File: src/rtl/evt_mon_pkg.sv
// Shared types and default parameters for the event monitor and its capture FIFO.
package evt_mon_pkg;

  typedef enum logic [1:0] {IDLE, FIRST, RUN, DONE} state_t;

  typedef struct packed {
    logic [7:0] val;
    logic       flag;
  } sample_t;

  localparam int SAMPLE_W      = $bits(sample_t);
  localparam int DEF_DEPTH     = 4;
  localparam int DEF_CNT_W     = 16;
  localparam int DEF_EXP_COUNT = 20;

endpackage

File: src/rtl/evt_mon_fifo.sv
// Capture FIFO for accepted samples: power-of-two depth, show-ahead head output,
// push-while-full accepted only when a pop frees a slot in the same cycle.
module evt_mon_fifo
  import evt_mon_pkg::*;
#(
  parameter int DEPTH = DEF_DEPTH
) (
  input  logic                clk,
  input  logic                rst_n,
  input  logic                flush,
  input  logic                push,
  input  logic                pop,
  input  logic [SAMPLE_W-1:0] wdata,
  output logic [SAMPLE_W-1:0] rdata,
  output logic                full,
  output logic                empty
);

  localparam int AW = $clog2(DEPTH);
  localparam logic [AW:0] FULL_CNT = (AW + 1)'(DEPTH);

  logic [SAMPLE_W-1:0] mem [DEPTH];
  logic [AW-1:0]       wr_ptr_reg;
  logic [AW-1:0]       rd_ptr_reg;
  logic [AW:0]         count_reg;
  logic                do_push;
  logic                do_pop;

  assign empty   = (count_reg == '0);
  assign full    = (count_reg == FULL_CNT);
  assign do_pop  = pop && !empty;
  assign do_push = push && (!full || do_pop);
  // Head reads as zero when empty so no stale entry is ever visible.
  assign rdata   = empty ? '0 : mem[rd_ptr_reg];

  always_ff @(posedge clk) begin
    if (!rst_n || flush) begin
      wr_ptr_reg <= '0;
      rd_ptr_reg <= '0;
      count_reg  <= '0;
    end else begin
      if (do_push) wr_ptr_reg <= wr_ptr_reg + 1'b1;
      if (do_pop)  rd_ptr_reg <= rd_ptr_reg + 1'b1;
      case ({do_push, do_pop})
        2'b10:   count_reg <= count_reg + 1'b1;
        2'b01:   count_reg <= count_reg - 1'b1;
        default: count_reg <= count_reg;
      endcase
    end
  end

  always_ff @(posedge clk) begin
    if (do_push) mem[wr_ptr_reg] <= wdata;
  end

endmodule

File: src/rtl/evt_monitor.sv
// Event monitor: counts accepted strobes, checks sequence and parity flag,
// captures samples into a FIFO and reports done after EXP_COUNT events.
module evt_monitor
  import evt_mon_pkg::*;
#(
  parameter int DEPTH     = DEF_DEPTH,
  parameter int CNT_W     = DEF_CNT_W,
  parameter int EXP_COUNT = DEF_EXP_COUNT
) (
  input  logic             clk,
  input  logic             rst_n,
  input  logic             en,
  input  logic             clr,
  input  logic             evt,
  input  logic [7:0]       val,
  input  logic             flag,
  output logic             out_valid,
  input  logic             out_ready,
  output logic [7:0]       out_val,
  output logic             out_flag,
  output logic [CNT_W-1:0] trig_count,
  output logic [CNT_W-1:0] seq_err_count,
  output logic [CNT_W-1:0] flag_err_count,
  output logic             done,
  output logic             overflow
);

  localparam logic [CNT_W-1:0] CNT_MAX = '1;

  state_t           state_reg;
  logic [7:0]       prev_val_reg;
  logic [CNT_W-1:0] trig_count_reg;
  logic [CNT_W-1:0] seq_err_count_reg;
  logic [CNT_W-1:0] flag_err_count_reg;
  logic             overflow_reg;
  logic             done_reg;

  sample_t          push_s;
  sample_t          head_s;
  logic             fifo_full;
  logic             fifo_empty;
  logic             accept;
  logic             pop;
  logic             seq_bad;
  logic             flag_bad;
  logic             reach;
  logic [CNT_W-1:0] trig_next;

  assign push_s.val  = val;
  assign push_s.flag = flag;

  assign accept    = en && evt && (state_reg == FIRST || state_reg == RUN);
  assign pop       = !fifo_empty && out_ready;
  assign seq_bad   = (state_reg == RUN) && (val != prev_val_reg + 8'd1);
  // A correct flag is set exactly when val is even.
  assign flag_bad  = (flag != ~val[0]);
  assign trig_next = (trig_count_reg == CNT_MAX) ? trig_count_reg : trig_count_reg + 1'b1;
  assign reach     = (32'(trig_next) >= EXP_COUNT);

  evt_mon_fifo #(.DEPTH(DEPTH)) u_fifo (
    .clk   (clk),
    .rst_n (rst_n),
    .flush (clr),
    .push  (accept),
    .pop   (pop),
    .wdata (push_s),
    .rdata (head_s),
    .full  (fifo_full),
    .empty (fifo_empty)
  );

  always_ff @(posedge clk) begin
    if (!rst_n || clr) begin
      state_reg          <= IDLE;
      prev_val_reg       <= '0;
      trig_count_reg     <= '0;
      seq_err_count_reg  <= '0;
      flag_err_count_reg <= '0;
      overflow_reg       <= 1'b0;
      done_reg           <= 1'b0;
    end else begin
      if (accept) begin
        trig_count_reg <= trig_next;
        prev_val_reg   <= val;
        if (seq_bad && seq_err_count_reg != CNT_MAX)
          seq_err_count_reg <= seq_err_count_reg + 1'b1;
        if (flag_bad && flag_err_count_reg != CNT_MAX)
          flag_err_count_reg <= flag_err_count_reg + 1'b1;
      end
      if (accept && fifo_full && !pop) overflow_reg <= 1'b1;

      // Dropping en parks the FSM but keeps counters and captured data.
      if (!en) begin
        state_reg <= IDLE;
        done_reg  <= 1'b0;
      end else begin
        case (state_reg)
          IDLE:  state_reg <= FIRST;
          FIRST, RUN: begin
            if (accept) begin
              if (reach) begin
                state_reg <= DONE;
                done_reg  <= 1'b1;
              end else begin
                state_reg <= RUN;
              end
            end
          end
          DONE:    state_reg <= DONE;
          default: state_reg <= IDLE;
        endcase
      end
    end
  end

  assign out_valid      = !fifo_empty;
  assign out_val        = head_s.val;
  assign out_flag       = head_s.flag;
  assign trig_count     = trig_count_reg;
  assign seq_err_count  = seq_err_count_reg;
  assign flag_err_count = flag_err_count_reg;
  assign done           = done_reg;
  assign overflow       = overflow_reg;

endmodule

File: config.mk
export PLATFORM = sky130hd
export DESIGN_NAME = evt_monitor
export DESIGN_NICKNAME = d
export VERILOG_FILES = /design/src/rtl/evt_mon_pkg.sv /design/src/rtl/evt_mon_fifo.sv /design/src/rtl/evt_monitor.sv
export SDC_FILE = /design/constraint.sdc
export NUM_CORES = 1
export LEC_CHECK = 0
export CAP_MARGIN = 20
export CORE_UTILIZATION = 35
export DETAILED_ROUTE_END_ITERATION = 16
export SLEW_MARGIN = 20
export SYNTH_ARGS = -nofsm -noshare
export SYNTH_HDL_FRONTEND = slang
export SYNTH_SLANG_ARGS = --single-unit
File: constraint.sdc
create_clock -name clk -period 2.9 [get_ports clk]
set_clock_uncertainty 0.15 [all_clocks]
set_input_delay 0.58 -clock clk [delete_from_list [all_inputs] [get_ports clk]]
set_output_delay 0.58 -clock clk [all_outputs]
set_load 0.1 [all_outputs]
==> impl_metrics.toml, run 1 <==
[cts]
cts_buffers = 9
clk_pin_slew_ns = 0.08
clockRootBuffer = "clkbuf_16"
htreeDepth = 3
cts_tree = "yes"
post_cts.repair.setup_buffers = 0
ctsHoldBuffers = 0
cts_sinks = 105
cts_resized = 0
cts_buffer_depth = 2
clock_latency_ns = 0.35

[min_path]
hp-class = "reg -> reg"
holdPathStages = 2

[route]
wl_per_cell_um = 14.7
via_count = 4315
drc = 0
first_iter_violations = 277
ant_nets = 0
drt_first_pass_iters = 5
drt-total-wl_um = 12000
viasPerCell = 5.31

[final_layout]
antenna_cells = 0
largest_register_ffs = 36
mostFrequentLayoutCell = "buf_4"
nets = 651
drive_above_1_share = 0.218
area_delta_synth_final_pct = 26.7
regMostFlops = "u_fifo.mem"
finalInstanceArea_um2 = 6610
finalNonFillerCells = 813
most-common-layout-cells = "buf_4 (76), dfxtp_1 (60), nand2_1 (57)"
n_fill_cell = 1392

[global_routing]
grt_pass1_vias = 4044
grt-ovfl-total = 0
grt_antenna_before_repair = 0
grt_use_total = 0.167
grt_pass1_wl_um = 19900
grt_max_degree = 25

[pwr]
power_frac_seq = 0.530
max-vdd-ir-drop_mv = 0.256
p_switching_mw = 0.668
power.leakage_nw = 2.29
netSwitchingFraction = 0.232
cellInternalPower_mw = 2.21
comb_power_share = 0.041
p_clk_frac = 0.429
power_density_nw_per_um2 = 435

[setup_path]
critPathKind = "reg -> reg"
cp-end-kind = "register"
start_kind = "register"
critical_path.startpoint = "state_reg[1]$_SDFFE_PP0P_"
r2r-start = "state_reg[1]$_SDFFE_PP0P_"
worst_path_most_repeated_cell = "or3_1"
cp_max_fo = 9
arrival_ns = 2.73
crit_buf_inv = 2
critPathTopFamily = "simple AND/OR/NAND/NOR gates"
worst_r2r_path_depth = 9
critPathMaxStageDelay_ns = 0.39
crit_chain = "inv_1 > ha_1 > and3_1 > nand2_1 > a31o_2 > buf_4 > or3_1 > or3_1 > a21oi_1"
slowest_stage = "dfxtp_1"
reg2reg_to = "seq_err_count[8]$_SDFFE_PP0P_"
r2r_setup_slack_ns = 0.31
cp.depth = 9
crit_required_ns = 3.04
critPathCapture = "seq_err_count[8]$_SDFFE_PP0P_"

[placement]
dp_hpwl_um = 8680
place_congestion = 0.841
numPortBuffers = 74
dp.cells = 797
placed_area_um2 = 6300

[logic_synthesis]
synth_area_um2 = 5220
synth_edf_count = 36
yosysSeqAreaShare = 0.472
synth_compound_area_frac = 0.101
synth_top_family_by_area = "simple AND/OR/NAND/NOR gates"
synthMuxAreaShare = 0.0465
synthXorXnorAreaFrac = 0.0717
async_flop_share = 0
ys.warnings.count = 0
avgSynthCellArea_um2 = 9.69
ys_seq_elements = 105
ys.flop_type = "dfxtp_1"
synth.net_count = 565
synth_fa_ha_area_frac = 0.0302
yosysUniqueCellTypes = 59
synth_simple_gate_area_share = 0.242
syn_inst = 538

[floorplanning]
core_um2 = 14500
rows = 44
io_pins = 75
dieArea_um2 = 15400
die_x_um = 124
die_y_um = 124
initial_core_util = 0.359

[timing]
slew_headroom = 0.579
worstMarginPinSlew_ns = 0.626
final.min_clock_period_ns = 2.59
slew_viol_final = 0
fmax_ghz = 0.386
rsz0062_at_grt = "no"
setup_viol = 0
finalHoldViolCount = 0
fin_crit_sh = 0.894
fin_tns_setup_ns = 0

[run_status]
outcome = "finished, final reports clean"

[run]
drv_cap = 0
worst min path at each step:
stage,startpoint,to,slack (ns)
CTS,prev_val_reg[7]$_SDFFE_PP0P_,prev_val_reg[7]$_SDFFE_PP0P_,0.33
global placement,prev_val_reg[7]$_SDFFE_PP0P_,prev_val_reg[7]$_SDFFE_PP0P_,0.31
global route,prev_val_reg[7]$_SDFFE_PP0P_,prev_val_reg[7]$_SDFFE_PP0P_,0.38
finish,prev_val_reg[7]$_SDFFE_PP0P_,prev_val_reg[7]$_SDFFE_PP0P_,0.33
floorplan,prev_val_reg[7]$_SDFFE_PP0P_,prev_val_reg[7]$_SDFFE_PP0P_,0.30
detailed placement,prev_val_reg[7]$_SDFFE_PP0P_,prev_val_reg[7]$_SDFFE_PP0P_,0.32
metrics by stage:
stage          utilization  total power [mW]  hold WS [ns]  setup WS (ns)
6_report             0.455              2.88         0.327          0.308
5_1_grt              0.455              2.98         0.378          0.110
4_1_cts              0.455              2.91         0.327          0.294
3_5_place_dp         0.434              1.68         0.316        -0.0635
3_3_place_gp         0.434              1.67         0.311       -0.00970
2_1_floorplan            -              1.61         0.299        0.00349
worst register-to-register path, stage by stage, from the launching register on:
cell	delay [ns]
dfxtp_1	0.39
inv_1	0.07
ha_1	0.33
and3_1	0.25
nand2_1	0.11
a31o_2	0.29
buf_4	0.16
or3_1	0.32
or3_1	0.32
a21oi_1	0.14
logic make-up (layout without fill, tap and decap cells):
| group | after synthesis | count (layout) |
|---|---|---|
| compound gates | 81 | 81 |
| flops | 105 | 105 |
| fa+ha+maj | 12 | 12 |
| buf+inv | 40 | 131 |
| xor+xnor | 41 | 41 |
| mux | 13 | 13 |
| simple gates | 246 | 246 |
cell type report:
type | instances | area [um^2] | area share
Inverter | 11 | 41.3 | 0.00625
Timing Repair Buffer | 104 | 991 | 0.150
Tap cell | 184 | 230 | 0.0348
Sequential cell | 105 | 2470 | 0.374
Clock buffer | 10 | 239 | 0.0362
Multi-Input combinational cell | 393 | 2570 | 0.389
Clock inverter | 6 | 65.1 | 0.00984
synthesized netlist by cell type, types with 15 or more instances:
cell type	count	share of area
a21oi_1	30	0.029
clkbuf_1	21	0.015
dfxtp_1	69	0.26
edfxtp_1	36	0.21
nand2_1	57	0.041
nand3_1	24	0.023
nand4_1	16	0.019
nor2_1	54	0.039
nor3_1	15	0.014
o21ai_0	15	0.014
or3_1	20	0.024
xnor2_1	18	0.030
xor2_1	22	0.037
power by group through the flow:
stage / sequential, mW / clock, mW / combinational [mW]
after global routing: 1.52 / 1.32 / 0.130
after CTS: 1.52 / 1.26 / 0.119
after global placement: 1.56 / 0 / 0.116
after detailed placement: 1.56 / 0 / 0.119
after floorplan: 1.56 / 0 / 0.0537
final: 1.52 / 1.23 / 0.118
layer usage:
layer  GRT usage  share of wire  up-vias
li1            -              -     2123
met1       0.229           0.48     2064
met2       0.253           0.45      109
met3      0.0357          0.048       19
met4      0.0707          0.020        0
met5           0              0        -
Power figures use the tool's default switching activity.
==> inputs of run 2 (changes only) <==
--- a/config.mk
+++ b/config.mk
@@ -8,7 +8,6 @@
 export CAP_MARGIN = 20
 export CORE_UTILIZATION = 35
 export DETAILED_ROUTE_END_ITERATION = 16
-export SLEW_MARGIN = 20
 export SYNTH_ARGS = -nofsm -noshare
 export SYNTH_HDL_FRONTEND = slang
 export SYNTH_SLANG_ARGS = --single-unit
==> results of run 2 <==
No change in the layout: final DEF, timing and power equal those of run 1.
==> inputs of run 3 (changes only) <==
--- a/config.mk
+++ b/config.mk
@@ -7,6 +7,7 @@
 export LEC_CHECK = 0
 export CAP_MARGIN = 20
 export CORE_UTILIZATION = 35
+export CTS_BUF_LIST = sky130_fd_sc_hd__clkbuf_16
 export DETAILED_ROUTE_END_ITERATION = 16
 export SYNTH_ARGS = -nofsm -noshare
 export SYNTH_HDL_FRONTEND = slang
==> run 3 against run 2 <==
  * Worst hold slack is essentially flat
  * Cell area shrank 0.15%
  * Critical endpoint unchanged
  * Global-route usage shrank 0.051 points
  * Routed wire length grew 0.12%
  * Non-clock buffer count is the same
  * Largest power group unchanged
  * Via count is essentially flat
  * Critical path depth is the same
  * Die area is the same
  * Sequential power is essentially flat
  * Combinational power is essentially flat
  * Sequential cell count is the same
==> impl_metrics.toml, run 3 (same netlist as run 1, synthesis figures left out) <==
[floorplanning]
initial_core_util = 0.359
core_um2 = 14500
dieArea_um2 = 15400
io_pins = 75
die_x_um = 124
die_y_um = 124
rows = 44

[global_routing]
grt_antenna_before_repair = 0
grt_pass1_vias = 4051
grt_max_degree = 25
grt_use_total = 0.166
grt-ovfl-total = 0
grt_pass1_wl_um = 19800

[route]
via_count = 4314
ant_nets = 0
wl_per_cell_um = 14.7
drt_first_pass_iters = 5
viasPerCell = 5.31
first_iter_violations = 287
drc = 0
drt-total-wl_um = 12000

[final_layout]
most-common-layout-cells = "buf_4 (76), dfxtp_1 (60), nand2_1 (57)"
area_delta_synth_final_pct = 26.5
multiInputGateArea_um2 = 2570
largest_register_ffs = 36
mostFrequentLayoutCell = "buf_4"
seqCellArea_um2 = 2470
regMostFlops = "u_fifo.mem"
antenna_cells = 0
n_fill_cell = 1392
finalInstanceArea_um2 = 6600
nets = 651
drive_above_1_share = 0.216

[timing]
rsz0062_at_grt = "no"
setup_viol = 0
slew_headroom = 0.581
final.min_clock_period_ns = 2.59
worstMarginPinSlew_ns = 0.623
fin_crit_sh = 0.892
whs_ns = 0.327
slew_viol_final = 0
fmax_ghz = 0.387
finalHoldViolCount = 0
fin_tns_setup_ns = 0
setup_ws_ns = 0.313

[setup_path]
r2r_setup_slack_ns = 0.31
worst_r2r_path_depth = 9
critPathCapture = "seq_err_count[8]$_SDFFE_PP0P_"
crit_required_ns = 3.04
cp-end-kind = "register"
arrival_ns = 2.73
start_kind = "register"
r2r-start = "state_reg[1]$_SDFFE_PP0P_"
reg2reg_to = "seq_err_count[8]$_SDFFE_PP0P_"
critPathKind = "reg -> reg"
cp_max_fo = 9
critical_path.startpoint = "state_reg[1]$_SDFFE_PP0P_"

[cts]
cts_tree = "yes"
cts_buffers = 9
ctsHoldBuffers = 0
clk_pin_slew_ns = 0.08
cts_sinks = 105
htreeDepth = 3
cts_resized = 0
cts_buffer_depth = 2
clockRootBuffer = "clkbuf_16"
clock_latency_ns = 0.35
post_cts.repair.setup_buffers = 0

[placement]
dp_hpwl_um = 8680
numPortBuffers = 74
place_congestion = 0.841
placed_area_um2 = 6300
place_ws_ns = -0.0635

[min_path]
hp-class = "reg -> reg"

[pwr]
power_mw = 2.85
max-vdd-ir-drop_mv = 0.255
power_density_nw_per_um2 = 432
power.leakage_nw = 2.28

[run]
drv_cap = 0

[run_status]
outcome = "finished, final reports clean"
run 3: changes by cell type in the layout (fill, tap and decap cells not counted):
cell and change:
clkbuf_8 -1, clkinv_1 +1
run 3: per-layer routing:
| metal | track usage | vias to the layer above | routed length [um] |
|---|---|---|---|
| met3 | 0.0366 | 19 | 527 |
| met2 | 0.253 | 97 | 5420 |
| met4 | 0.0707 | 0 | 240 |
| met5 | 0 | - | 0 |
| met1 | 0.227 | 2073 | 5790 |
| li1 | - | 2125 | - |
run 3: final cells by class:
class,count,share of cell area
multi-input combinational,393,0.389
clock buffer,9,0.0341
inverter,11,0.00626
clock inverter,7,0.0104
tap,184,0.0349
sequential,105,0.375
timing repair buffer,104,0.150
run 3: report_power, final:
| group | switching [mW] | internal (mW) | leakage [nW] |
|---|---|---|---|
| sequential | 0.00264 | 1.52 | 0.884 |
| clock | 0.598 | 0.607 | 0.145 |
| combinational | 0.0667 | 0.0516 | 1.25 |
| total | 0.667 | 2.18 | 2.28 |
run 3: how the worst min path moves through the flow:
| stage | end | startpoint | slack (ns) | cells after the start |
|---|---|---|---|---|
| global route | prev_val_reg[7]$_SDFFE_PP0P_ | prev_val_reg[7]$_SDFFE_PP0P_ | 0.38 | 2 |
| finish | prev_val_reg[7]$_SDFFE_PP0P_ | prev_val_reg[7]$_SDFFE_PP0P_ | 0.33 | 2 |
| CTS | prev_val_reg[7]$_SDFFE_PP0P_ | prev_val_reg[7]$_SDFFE_PP0P_ | 0.33 | 2 |
| detailed placement | prev_val_reg[7]$_SDFFE_PP0P_ | prev_val_reg[7]$_SDFFE_PP0P_ | 0.32 | 2 |
| floorplan | prev_val_reg[7]$_SDFFE_PP0P_ | prev_val_reg[7]$_SDFFE_PP0P_ | 0.30 | 2 |
| global placement | prev_val_reg[7]$_SDFFE_PP0P_ | prev_val_reg[7]$_SDFFE_PP0P_ | 0.31 | 2 |
run 3: per-stage QoR:
step | std cells | util
4_1_cts | 813 | 0.454
3_5_place_dp | 797 | 0.434
3_3_place_gp | 797 | 0.434
2_1_floorplan | 538 | -
5_1_grt | 813 | 0.454
6_report | 813 | 0.454
run 3: worst max-delay path, stage by stage (launching register included):
cell and delay, ns:
dfxtp_1 0.39, inv_1 0.07, ha_1 0.33, and3_1 0.25, nand2_1 0.11, a31o_2 0.29, buf_4 0.16, or3_1 0.32
or3_1 0.32, a21oi_1 0.14
